--- config.mk ---
export PLATFORM = sky130hd
export DESIGN_NAME = ras_driver_flat
export DESIGN_NICKNAME = d
export VERILOG_FILES = /design/src/rtl/ras_driver_if.sv /design/src/rtl/ras_driver.sv /design/src/flat_wrapper.sv
export SDC_FILE = /design/constraint.sdc
export NUM_CORES = 1
export LEC_CHECK = 0
export BUFFER_PORTS_ARGS = -buffer_cell sky130_fd_sc_hd__buf_2
export CORE_MARGIN = 4
export CORE_UTILIZATION = 45
export CTS_BUF_LIST = sky130_fd_sc_hd__clkbuf_8
export CTS_CLUSTER_DIAMETER = 30
export DETAILED_ROUTE_END_ITERATION = 6
export PLACE_DENSITY = 0.75
export SETUP_SLACK_MARGIN = 0.4
export SYNTH_ARGS = -nofsm -noshare
export SYNTH_HDL_FRONTEND = slang
export SYNTH_SLANG_ARGS = --single-unit
--- constraint.sdc ---
create_clock -name clk -period 6 [get_ports clk]
set_clock_uncertainty 0.2 [all_clocks]
set_input_delay 0.9 -clock clk [delete_from_list [all_inputs] [get_ports clk]]
set_output_delay 0.9 -clock clk [all_outputs]
set_load 0.01 [all_outputs]
--- src/rtl/ras_driver_if.sv ---
// Command stream into the RAS front-end: one decoded instruction/resolution per beat.
interface ras_driver_if #(
  parameter int WIDTH = 32
) ();
  logic             in_valid;
  logic             in_ready;
  logic [2:0]       in_op;
  logic [WIDTH-1:0] in_pc;

  modport master (output in_valid, output in_op, output in_pc, input in_ready);
  modport slave  (input in_valid, input in_op, input in_pc, output in_ready);
endinterface

--- src/rtl/ras_driver.sv ---
// RAS command front-end: accepted op -> registered RAS control next cycle, prediction one cycle later.
// Backpressure: in_ready low during settle, for one cycle after each resolve, and for a BRANCH at the checkpoint limit.
module ras_driver #(
  parameter int WIDTH        = 32,
  parameter int MAX_BRANCHES = 128,
  parameter int ILEN         = 4
) (
  input  logic                                  clk,
  input  logic                                  rst,
  ras_driver_if.slave                           cmd,
  output logic                                  ras_push,
  output logic                                  ras_pop,
  output logic                                  ras_branch,
  output logic                                  ras_close_valid,
  output logic                                  ras_close_invalid,
  output logic [WIDTH-1:0]                      ras_din,
  input  logic [WIDTH-1:0]                      ras_dout,
  input  logic                                  ras_empty,
  output logic                                  pred_valid,
  output logic [WIDTH-1:0]                      pred_addr,
  output logic                                  pred_none,
  output logic [$clog2(MAX_BRANCHES+2)-1:0]     branch_cnt,
  output logic                                  err_resolve
);
  localparam int CW = $clog2(MAX_BRANCHES + 2);
  localparam logic [CW-1:0] LIMIT = CW'(MAX_BRANCHES + 1);

  localparam logic [2:0] OP_CALL   = 3'd1;
  localparam logic [2:0] OP_RET    = 3'd2;
  localparam logic [2:0] OP_CORET  = 3'd3;
  localparam logic [2:0] OP_BRANCH = 3'd4;
  localparam logic [2:0] OP_RESOK  = 3'd5;
  localparam logic [2:0] OP_RESBAD = 3'd6;

  typedef enum logic [1:0] {INIT0, INIT1, RUN, HOLD} state_t;
  state_t state, state_nxt;

  logic ready, accept;
  logic do_push, do_pop, do_branch, do_resok, do_resbad, cnt_zero;

  assign cmd.in_ready = ready;
  assign pred_addr    = ras_dout;
  assign cnt_zero     = (branch_cnt == '0);

  always_ff @(posedge clk or posedge rst) begin
    if (rst) state <= INIT0;
    else     state <= state_nxt;
  end

  always_comb begin
    state_nxt = state;
    ready     = 1'b0;
    accept    = 1'b0;
    case (state)
      INIT0: state_nxt = INIT1;
      INIT1: state_nxt = RUN;
      RUN: begin
        // Only a BRANCH is held back at the limit; other ops keep flowing.
        ready  = !(cmd.in_op == OP_BRANCH && branch_cnt == LIMIT);
        accept = cmd.in_valid && ready;
        if (accept && (cmd.in_op == OP_RESOK || cmd.in_op == OP_RESBAD))
          state_nxt = HOLD;
      end
      HOLD:    state_nxt = RUN;
      default: state_nxt = INIT0;
    endcase
  end

  always_comb begin
    do_push   = accept && (cmd.in_op == OP_CALL || cmd.in_op == OP_CORET);
    do_pop    = accept && (cmd.in_op == OP_RET  || cmd.in_op == OP_CORET);
    do_branch = accept && (cmd.in_op == OP_BRANCH);
    do_resok  = accept && (cmd.in_op == OP_RESOK);
    do_resbad = accept && (cmd.in_op == OP_RESBAD);
  end

  always_ff @(posedge clk or posedge rst) begin
    if (rst) begin
      ras_push          <= 1'b0;
      ras_pop           <= 1'b0;
      ras_branch        <= 1'b0;
      ras_close_valid   <= 1'b0;
      ras_close_invalid <= 1'b0;
      ras_din           <= '0;
      branch_cnt        <= '0;
      err_resolve       <= 1'b0;
      pred_valid        <= 1'b0;
      pred_none         <= 1'b0;
    end else begin
      ras_push          <= do_push;
      ras_pop           <= do_pop;
      ras_branch        <= do_branch;
      ras_close_valid   <= do_resok  && !cnt_zero;
      ras_close_invalid <= do_resbad && !cnt_zero;
      if (do_push) ras_din <= cmd.in_pc + WIDTH'(ILEN);

      if (do_branch)                          branch_cnt <= branch_cnt + CW'(1);
      else if (do_resok && !cnt_zero)         branch_cnt <= branch_cnt - CW'(1);
      else if (do_resbad)                     branch_cnt <= '0;
      if ((do_resok || do_resbad) && cnt_zero) err_resolve <= 1'b1;

      // RAS read data lands one cycle after the pop, alongside pred_valid.
      pred_valid <= ras_pop;
      pred_none  <= ras_pop && ras_empty;
    end
  end
endmodule

--- src/flat_wrapper.sv ---
// flat-port wrapper written by rule: the top's interface ports become plain ports
module ras_driver_flat 
#(
  parameter int WIDTH        = 32,
  parameter int MAX_BRANCHES = 128,
  parameter int ILEN         = 4
)
  (clk, rst, ras_push, ras_pop, ras_branch, ras_close_valid, ras_close_invalid, ras_din, ras_dout, ras_empty, pred_valid, pred_addr, pred_none, branch_cnt, err_resolve, cmd_in_valid, cmd_in_op, cmd_in_pc, cmd_in_ready);
  ras_driver_if #(.WIDTH(WIDTH)) cmd_i ();
  input  logic clk;
  input  logic rst;
  output logic ras_push;
  output logic ras_pop;
  output logic ras_branch;
  output logic ras_close_valid;
  output logic ras_close_invalid;
  output logic [WIDTH-1:0] ras_din;
  input  logic [WIDTH-1:0] ras_dout;
  input  logic ras_empty;
  output logic pred_valid;
  output logic [WIDTH-1:0] pred_addr;
  output logic pred_none;
  output logic [$clog2(MAX_BRANCHES+2)-1:0] branch_cnt;
  output logic err_resolve;
  input wire logic [$bits(cmd_i.in_valid)-1:0] cmd_in_valid;
  input wire logic [$bits(cmd_i.in_op)-1:0] cmd_in_op;
  input wire logic [$bits(cmd_i.in_pc)-1:0] cmd_in_pc;
  output wire logic [$bits(cmd_i.in_ready)-1:0] cmd_in_ready;
  assign cmd_i.in_valid = cmd_in_valid;
  assign cmd_i.in_op = cmd_in_op;
  assign cmd_i.in_pc = cmd_in_pc;
  assign cmd_in_ready = cmd_i.in_ready;
  ras_driver #(.WIDTH(WIDTH), .MAX_BRANCHES(MAX_BRANCHES), .ILEN(ILEN)) u_core (.clk(clk), .rst(rst), .cmd(cmd_i), .ras_push(ras_push), .ras_pop(ras_pop), .ras_branch(ras_branch), .ras_close_valid(ras_close_valid), .ras_close_invalid(ras_close_invalid), .ras_din(ras_din), .ras_dout(ras_dout), .ras_empty(ras_empty), .pred_valid(pred_valid), .pred_addr(pred_addr), .pred_none(pred_none), .branch_cnt(branch_cnt), .err_resolve(err_resolve));
endmodule
# ---- Word-level counts from Yosys, hierarchy flattened
# Index checks and enable logic that the tools add are counted.
dict set report word_totals {
  mem_count 0
  regBits 50
  in_bits 71
  rom_bits 0
  output_inout_bits 81
  latchBits 0
  ramBits 0
  elab_cells 54
}
dict set report classes {
  n_eq_ne 11
  mux 7
  magnitude_cmp 0
  add_sub_neg 3
  mul 0
  n_reduce_logical 22
  n_div 0
  shifts 0
  bitwise_logic 0
}
# operator count
set ops {}
lappend ops {{32-bit by 3-bit adder with 32-bit output (second input constant)} 1}
lappend ops {{8-bit 2-to-1 mux} 3}
lappend ops {{1-bit logical AND} 12}
lappend ops {{3-bit == test (second input constant)} 3}
lappend ops {{8-bit by 1-bit adder with 8-bit output (second input constant)} 1}
lappend ops {{8-bit == test (second input constant)} 1}
lappend ops {{8-bit zero test} 1}
lappend ops {{8-bit by 1-bit subtractor with 8-bit output (second input constant)} 1}
lappend ops {{3-bit by 2-bit == test with 1-bit output (second input constant)} 2}
lappend ops {{2-bit case mux with 3 select lines} 1}
lappend ops {{2-bit == test (second input constant)} 2}
lappend ops {{1-bit logical OR} 4}
lappend ops {{3-bit by 1-bit == test with 1-bit output (second input constant)} 1}
lappend ops {{3-bit nonzero test} 1}
lappend ops {{2-bit by 1-bit == test with 1-bit output (second input constant)} 1}
lappend ops {{1-bit zero test} 2}
lappend ops {{2-bit zero test} 1}
lappend ops {{1-bit 2-to-1 mux} 2}
lappend ops {{2-bit 2-to-1 mux} 1}
lappend ops {{2-bit by 1-bit inequality test with 1-bit output (second input constant)} 1}
lappend ops {{2-bit OR reduction} 1}

# ---- Logic depth before layout (Yosys ltp)
# Gate-level depths: netlist (run 1).
dict set report depth {
  ltp_word 9
  mapped_depth 7
  ltp_nobuf 7
}

# ---- Worst setup path before layout (run 1)
# Ideal clock, no wire load.
dict set report synth_timing {
  path_type {input -> output}
  from {input cmd_in_op[0]}
  to {output cmd_in_ready}
  required_time_ns 4.900
  n_path_buf 1
  t_arrival_ns 1.695
  stages 4
  slack_ns 3.205
  path_cell_list {buf_4 > nor4bb_4 > and4_4 > nor3b_1}
}
dict set report synth_via {
  elab_chain_cells 4
}
# item line_no
set synth_lines {}
lappend synth_lines {{start, declared} flat_wrapper.sv:26} ;# input wire logic [$bits(cmd_i.in_op)-1:0] cmd_in_op;
lappend synth_lines {{3-bit == test} ras_driver.sv:59} ;# ready = !(cmd.in_op == OP_BRANCH && branch_cnt == LIMIT);
lappend synth_lines {{1-bit logical AND} ras_driver.sv:59}
lappend synth_lines {{1-bit zero test} ras_driver.sv:59}
lappend synth_lines {{1-bit 2-to-1 mux} ras_driver.sv:54} ;# case (state)
lappend synth_lines {{end, declared} flat_wrapper.sv:28} ;# output wire logic [$bits(cmd_i.in_ready)-1:0] cmd_in_ready;
# No other way between the ends.

# ---- Worst setup path in the final report (run 1)
dict set report layout_timing {
  from {input cmd_in_op[1]}
  to {output cmd_in_ready}
}
# Same word-level chain as after synthesis.

==> metrics.cfg, run 1 <==
[clocking]
cts_resized = 0
clock_sinks = 50
cts_buffers = 5
hold_buffers = 0
cts_tree = built
clock_path_buffers = 2
clk_pin_slew_ns = 0.10
root_buffer = clkbuf_8
post-cts-setup-buffers = 0
htree_levels = 2
clk_latency_ns = 0.31

[power]
power.total_mw = 1.069
max-vdd-ir-drop_mv = 0.1301
power.static_leakage_nw = 1.612
p_per_area_nw_per_um2 = 313.2

[cells_and_area]
diodes = 0
mostFrequentLayoutCells = buf_2 (87), nand2_1 (50), dfrtp_1 (50)
fill_cells = 619
multiInputGateArea_sq_um = 1498
fin_nets = 464
drive_above_1_share_pct = 29.56
regArea_sq_um = 1251
syn_to_final_growth_pct = 11.43
final_common_cell = buf_2

[timing]
timing.fmax_mhz = 335.3
tns_ns = 0
final_hold_viol_count = 0
finalCritPeriodShare_pct = 49.70
setup_viol = 0
drv_slew = 0
tightest_slew_ns = 1.050
holdWs_ns = 0.1962
period_needed_ns = 2.982
rsz0062_at_grt = no
slew_headroom_pct = 29.92

[yosys]
ys_top_cells_by_area = dfrtp_1 (41%), buf_4 (8.1%), nand2_1 (6.2%), xnor2_1 (4.3%), o21ai_0 (3.8%)
synth_edf_count = 0
yosys.area.top_type = dfrtp_1
synth.net_count = 411
synthArstFlopShare_pct = 100.0
synth_seq_cells = 50
syn_area_sq_um = 3064
yosys_most_used_dff = dfrtp_1
ys_seq_area_share_pct = 40.83
syn_avg_cell_area_sq_um = 9.147
synth_top_area_share_pct = 40.83
synth_cells = 335
yosys.cell_types.count = 57
yosysWarnings = 0

[worst_hold_path]
whs_path_depth = 0
holdPathEnd = u_core.pred_valid
hold_class = flop to flop
worstHoldStart = u_core.ras_pop

[setup_path]
rr_worst_depth = 7
arrival_ns = 1.88
r2r-end = u_core.branch_cnt[5]
rrSetupSlack_ns = 3.61
reg2reg_from = u_core.branch_cnt[0]
critPathCaptureType = output pin
cp-start-kind = input port
path_class = input port to output pin
required_ns = 4.90
path_max_fanout = 8

[global_route]
gr-usage-met1_pct = 21.95
grt_pass1_wl_um = 11930
grt_max_degree = 63
grt_pass1_vias = 2524
met2_usage_pct = 29.28
track_usage_pct = 17.55
grt_busiest_layer = met2
grt-ovfl-total = 0
use_met3_pct = 4.917
antenna_found_initial = 0

[detailed_routing]
drt_iter0_markers = 108
drc = 0
dr.pass1.iters = 4
num_vias = 2552
wl_um = 7247
ant_nets = 0
wl_per_cell_um = 15.55
routed_via_density = 5.476

[placement]
place.gp.congestion = 0.8956
port_buffers = 87
dp_hpwl_um = 5468

[status]
outcome = complete, no violations

[floorplan]
rows = 29
pin_count = 152
initial_core_util_pct = 47.18
die_w_um = 90.52
chipHeight_um = 90.52
dieArea_sq_um = 8194
core_area_sq_um = 6495

[flow_run]
maxCapViolations = 0

routing by layer:
metal  vias up  share of wire (%)  wire [um]
met5         -                  0          0
met4         0                1.4         99
met3        16                7.1        514
met2        80                 47       3421
met1      1198                 44       3212
li1       1258                  -          -
cell type report:
type / instances / share of cell area (%)
clock buffer: 5 / 2.015
inverter: 8 / 0.9527
clock inverter: 3 / 0.7329
sequential: 50 / 36.64
timing repair buffer: 88 / 12.97
multi-input combinational: 235 / 43.86
tap: 77 / 2.822
cell families after synthesis:
logic type | Yosys count | share of synthesized area (%)
xor gates and xnor gates | 27 | 7.718
DFF | 50 | 40.83
AOI/OAI and AO/OA | 60 | 12.94
adders and majority gates | 5 | 2.042
and+or+nand+nor | 143 | 26.09
buffers and inverters | 50 | 10.37
how the worst max path moves through the flow:
stage | from | slack (ns) | depth (start not counted) | to
floorplan | cmd_in_op[0] | 3.21 | 4 | cmd_in_ready
global placement | cmd_in_op[0] | 3.04 | 5 | cmd_in_ready
detailed placement | cmd_in_op[1] | 3.03 | 5 | cmd_in_ready
CTS | cmd_in_op[1] | 3.02 | 5 | cmd_in_ready
global route | cmd_in_op[1] | 2.96 | 5 | cmd_in_ready
finish | cmd_in_op[1] | 3.02 | 5 | cmd_in_ready
flip-flops by register name, indices dropped and copies added (netlist names):
| name | count |
|---|---|
| u_core.ras_din | 32 |
| u_core.branch_cnt | 8 |
| u_core.state | 2 |
| u_core.err_resolve | 1 |
| u_core.pred_none | 1 |
| u_core.pred_valid | 1 |
| u_core.ras_branch | 1 |
| u_core.ras_close_invalid | 1 |
| u_core.ras_close_valid | 1 |
| u_core.ras_pop | 1 |
| u_core.ras_push | 1 |
critical path: stages:
cell	delay, ns
buf_2	0.16
nor4bb_4	0.33
and4_4	0.29
nor3b_1	0.05
buf_2	0.14
power breakdown:
part | leakage [nW] | internal (mW) | switching, mW
Sequential | 0.632 | 0.406 | 0.0752
Combinational | 0.935 | 0.160 | 0.220
Clock | 0.0447 | 0.0845 | 0.124
synthesized netlist by cell type (2+ instances only):
library cell / number
a211o_1: 3
a21oi_1: 7
a31oi_1: 3
and2_1: 3
and3_1: 10
and4_1: 3
buf_2: 3
buf_4: 33
clkbuf_1: 6
dfrtp_1: 50
ha_1: 5
inv_1: 7
nand2_1: 51
nand2b_1: 2
nand3_1: 19
nand3b_1: 2
nand4_1: 9
nor2_1: 9
nor2b_1: 2
nor3_1: 8
nor3b_1: 3
nor4_1: 7
o21ai_0: 23
o21ai_1: 9
xnor2_1: 15
xor2_1: 12
stage by stage:
stage	cell area (sq um)	instances	utilization, %	worst slack, ns
2_1_floorplan	3064	335	-	3.205
3_3_place_gp	3321	458	51.13	3.043
3_5_place_dp	3321	458	51.13	3.028
4_1_cts	3415	466	52.57	3.020
5_1_grt	3415	466	52.57	2.963
6_report	3415	466	52.57	3.018
Power figures use the tool's default switching activity.
==> run 2: changes to the inputs <==
==> constraint.sdc (replaced) <==
create_clock -name clk -period 3.1 [get_ports clk]
set_clock_uncertainty 0.2 [all_clocks]
set_input_delay 0.465 -clock clk [delete_from_list [all_inputs] [get_ports clk]]
set_output_delay 0.465 -clock clk [all_outputs]
set_load 0.01 [all_outputs]
==> metrics.cfg, run 2 (synthesized netlist as in run 1, its figures left out) <==
[global_route]
grt_max_degree = 39
track_usage_pct = 17.25
grt_pass1_vias = 2572
antenna_found_initial = 0
grt_pass1_wl_um = 11790
grt-ovfl-total = 0

[timing]
period_needed_ns = 2.372
tns_ns = 0
setup_viol = 0
drv_slew = 0
slew_headroom_pct = 63.98
tightest_slew_ns = 0.5359
finalCritPeriodShare_pct = 76.51
rsz0062_at_grt = no
holdWs_ns = 0.1577
final_hold_viol_count = 0
timing.fmax_mhz = 421.6

[cells_and_area]
diodes = 0
regMostFlops = u_core.ras_din
fin_nets = 466
final_common_cell = buf_2
final_cells = 468
reg.largest.list = u_core.ras_din x32, u_core.branch_cnt x8, u_core.state x2
syn_to_final_growth_pct = 13.84
drive_above_1_share_pct = 29.67
fin_util_pct = 53.71
largest_reg_flops = 32
mostFrequentLayoutCells = buf_2 (87), nand2_1 (50), dfrtp_1 (50)

[setup_path]
critical-path-max-stage-delay_ns = 0.49
path_cells = nor3_1, and4_4, nor3b_1, buf_2
arrival_ns = 1.71
reg2reg_from = u_core.branch_cnt[0]
r2r-end = u_core.branch_cnt[4]
path_class = flop to output pin
crit_slowest_cell = dfrtp_1
cp-startpoint = u_core.branch_cnt[5]
cp.depth = 4
endpoint = cmd_in_ready
cp-start-kind = flop
rr_worst_depth = 7
critPathCaptureType = output pin
rrSetupSlack_ns = 0.80
cp_top_family = simple AND/OR/NAND/NOR gates
path_max_fanout = 9
required_ns = 2.43
crit_buf_inv = 1

[clocking]
clk_latency_ns = 0.30
htree_levels = 2
root_buffer = clkbuf_8
clk_pin_slew_ns = 0.09
cts_buffers = 5
clock_path_buffers = 2
cts_tree = built
clock_sinks = 50
cts_resized = 0

[flow_run]
maxCapViolations = 0

[floorplan]
rows = 29
pin_count = 152
dieArea_sq_um = 8194
initial_core_util_pct = 47.18
core_area_sq_um = 6495
chipHeight_um = 90.52
die_w_um = 90.52

[detailed_routing]
routed_via_density = 5.468
wl_per_cell_um = 15.01
num_vias = 2559
drt_iter0_markers = 166
dr.pass1.iters = 4
ant_nets = 0
drc = 0
wl_um = 7026

[power]
power.static_leakage_nw = 1.651
max-vdd-ir-drop_mv = 0.2523
p_per_area_nw_per_um2 = 631.9

[placement]
dpl.cell_count = 459
dp_hpwl_um = 5470
place.gp.congestion = 0.8988
port_buffers = 87

[status]
outcome = complete, no violations

[worst_hold_path]
worstHoldStart = cmd_in_pc[1]
hold_class = input port to flop

[run 2: layout make-up]
cell class / count / area, sq um
fillers: 590 / 3007
multi-input cells: 235 / 1498
flip-flops and latches: 50 / 1251
repair buffers: 90 / 473.0
well taps: 77 / 96.34
clock buffers: 5 / 68.82
clock inverters: 3 / 68.82
inverters: 8 / 32.53
[run 2: layer usage]
| metal | wire [um] | vias to the layer above | track usage (%) |
|---|---|---|---|
| li1 | - | 1254 | - |
| met1 | 3061 | 1187 | 21.75 |
| met2 | 3253 | 93 | 27.98 |
| met3 | 533 | 25 | 4.417 |
| met4 | 178 | 0 | 7.270 |
| met5 | 0 | - | 0 |
[run 2: worst min-delay path by stage]
stage          cells past startpoint                 to  slack [ns]
2_1_floorplan                      0  u_core.pred_valid        0.23
3_3_place_gp                       0  u_core.pred_valid        0.18
3_5_place_dp                       0  u_core.pred_valid        0.18
4_1_cts                            3  u_core.ras_din[1]        0.15
5_1_grt                            3  u_core.ras_din[1]        0.15
6_report                           3  u_core.ras_din[1]        0.16
[run 2: per-stage QoR]
step           setup slack, ns  power (mW)  cell area, sq um
2_1_floorplan           0.9778       1.429              3064
3_3_place_gp            0.8801       1.654              3341
3_5_place_dp            0.8229       1.672              3341
4_1_cts                 0.7459       2.222              3488
5_1_grt                 0.6323       2.362              3488
6_report                0.7283       2.204              3488
[run 2: timing repair]
| item | 4_1_cts | 5_1_grt |
|---|---|---|
| hold endpoints to repair | 18 | 0 |
| buffers inserted | 0 | 0 |
| hold buffers | 1 | 0 |
[run 2: worst reg2reg max path: stages (launching register included)]
cell and delay, ns:
dfrtp_1 0.45, inv_1 0.15, ha_1 0.19, or4b_4 0.49
nor2_2 0.21, nor2_1 0.16, a2bb2oi_1 0.17, a32oi_1 0.11
[run 2: power breakdown]
group | internal (mW) | leakage (nW) | switching, mW
sequential | 0.785 | 0.632 | 0.145
combinational | 0.312 | 0.950 | 0.416
clock | 0.323 | 0.0683 | 0.223
total | 1.42 | 1.65 | 0.784
==> run 3: changes to the inputs <==
--- a/config.mk
+++ b/config.mk
@@ -7,7 +7,7 @@
 export LEC_CHECK = 0
 export BUFFER_PORTS_ARGS = -buffer_cell sky130_fd_sc_hd__buf_2
 export CORE_MARGIN = 4
-export CORE_UTILIZATION = 45
+export CORE_UTILIZATION = 43
 export CTS_BUF_LIST = sky130_fd_sc_hd__clkbuf_8
 export CTS_CLUSTER_DIAMETER = 30
 export DETAILED_ROUTE_END_ITERATION = 6
==> constraint.sdc (replaced) <==
create_clock -name clk -period 2.15 [get_ports clk]
set_clock_uncertainty 0.2 [all_clocks]
set_input_delay 0.3225 -clock clk [delete_from_list [all_inputs] [get_ports clk]]
set_output_delay 0.3225 -clock clk [all_outputs]
set_load 0.01 [all_outputs]
==> metrics.cfg, run 3 (synthesized netlist as in run 1, its figures left out) <==
[status]
outcome = complete, no violations

[cells_and_area]
fin_nets = 491
reg.largest.list = u_core.ras_din x32, u_core.branch_cnt x8, u_core.state x2
mostFrequentLayoutCells = buf_2 (87), nand2_1 (50), dfrtp_1 (46)
final_common_cell = buf_2
largest_reg_flops = 32
regMostFlops = u_core.ras_din
diodes = 0
drive_above_1_share_pct = 37.74
syn_to_final_growth_pct = 23.19
fill_cells = 647

[clocking]
cts_tree = built
cts_buffers = 5
htree_levels = 2
clk_pin_slew_ns = 0.09
root_buffer = clkbuf_8
clock_sinks = 50
clock_path_buffers = 2
clk_latency_ns = 0.30

[power]
power.total_mw = 3.356
p_per_area_nw_per_um2 = 889.1
max-vdd-ir-drop_mv = 0.3495
power.static_leakage_nw = 1.766

[placement]
pre_cts_ws_ns = -0.01297
dp_hpwl_um = 5715
place.gp.congestion = 0.8739
port_buffers = 87

[floorplan]
core_area_sq_um = 6869
pin_count = 152
chipHeight_um = 92.42
dieArea_sq_um = 8541
initial_core_util_pct = 44.61
rows = 30
die_w_um = 92.42

[setup_path]
cp_top_family = compound AO/OA/AOI/OAI gates
critPathCaptureType = flop
path_class = flop to flop
reg2reg_from = u_core.branch_cnt[0]
cp-start-kind = flop
required_ns = 2.19
cp-startpoint = u_core.branch_cnt[0]
rrSetupSlack_ns = 0.09
path_max_fanout = 5
critical-path-max-stage-delay_ns = 0.50
arrival_ns = 2.10
crit_buf_inv = 1
crit_slowest_cell = or4b_4
path_cells = inv_2, ha_4, or4b_4, o21bai_4, a211oi_4, a31oi_1, a31o_1
r2r-end = u_core.branch_cnt[2]
cp.depth = 7
rr_worst_depth = 7

[detailed_routing]
ant_nets = 0
routed_via_density = 5.320
wl_per_cell_um = 15.67
num_vias = 2724
dr.pass1.iters = 4
wl_um = 8021
drc = 0
drt_iter0_markers = 207

[timing]
timing.fmax_mhz = 485.7
rsz0062_at_grt = yes
finalCritPeriodShare_pct = 95.77
tightest_slew_ns = 0.4362
final_hold_viol_count = 0
slew_headroom_pct = 70.83
setup_viol = 0
period_needed_ns = 2.059
drv_slew = 0
holdWs_ns = 0.01832
setup_ws_ns = 0.09094

[global_route]
grt-ovfl-total = 0
track_usage_pct = 19.08
grt_max_degree = 34
grt_pass1_vias = 2678
grt_pass1_wl_um = 13300
antenna_found_initial = 0

[worst_hold_path]
whs_path_depth = 3
worstHoldStart = cmd_in_pc[0]
holdPathEnd = u_core.ras_din[0]
hold_class = input port to flop

[flow_run]
maxCapViolations = 0

==> run 3: cell count changes in the layout (fill, tap and decap cells not counted), sizes merged <==
cell	before	now
buf	89	112
clkinv	1	2
a211oi	2	3
bufinv	2	0
dlygate4sd3	1	2
inv	8	9
==> run 3: cell type report <==
type	instances	area, sq um	share of cell area, %
clock buffers	5	68.82	1.823
repair buffers	114	666.9	17.67
inverters	8	35.03	0.9281
clock inverters	3	17.52	0.4640
well taps	96	120.1	3.182
multi-input cells	236	1610	42.66
flip-flops and latches	50	1256	33.28
==> run 3: worst max-delay path by stage <==
stage                            to  slack (ns)
2_1_floorplan  u_core.branch_cnt[6]        0.16
3_3_place_gp   u_core.branch_cnt[3]        0.08
3_5_place_dp   u_core.branch_cnt[3]       -0.01
4_1_cts                cmd_in_ready        0.13
5_1_grt        u_core.branch_cnt[6]        0.01
6_report       u_core.branch_cnt[2]        0.09
==> run 3: power by group <==
| group | leakage (nW) | switching [mW] | total (mW) | internal [mW] |
|---|---|---|---|---|
| clock | 0.0493 | 0.325 | 0.551 | 0.226 |
| sequential | 0.627 | 0.183 | 1.32 | 1.14 |
| combinational | 1.09 | 0.797 | 1.48 | 0.685 |
==> run 3: per-layer routing <==
metal	vias up	routed length (um)	part of all wire, %	GRT usage (%)
met5	-	0	0	0
li1	1313	-	-	-
met1	1263	3329	42	25.01
met3	21	681	8.5	4.387
met2	127	3851	48	31.36
met4	0	159	2.0	5.693
==> run 3: what timing repair did <==
action | CTS | global route
gates cloned | 1 | 0
resized for setup | 10 | 11
pin swaps | 7 | 4
setup buffers | 10 | 3
hold buffers | 2 | 0
setup endpoints to repair | 12 | 27
endpoints found under the hold margin | 18 | 0
==> run 3: tightest hold or removal path, cell delays in order <==
cell and delay, ns:
buf_2 0.08, nand2_1 0.04, nand2_1 0.04
==> run 3: per-stage QoR <==
stage,std cells,instance area [sq um],util [%],TNS [ns]
2_1_floorplan,335,3092,-,0
3_3_place_gp,488,3467,50.47,0
3_5_place_dp,488,3467,50.47,-0.01297
4_1_cts,509,3699,53.84,0
5_1_grt,512,3775,54.95,0
6_report,512,3775,54.95,0
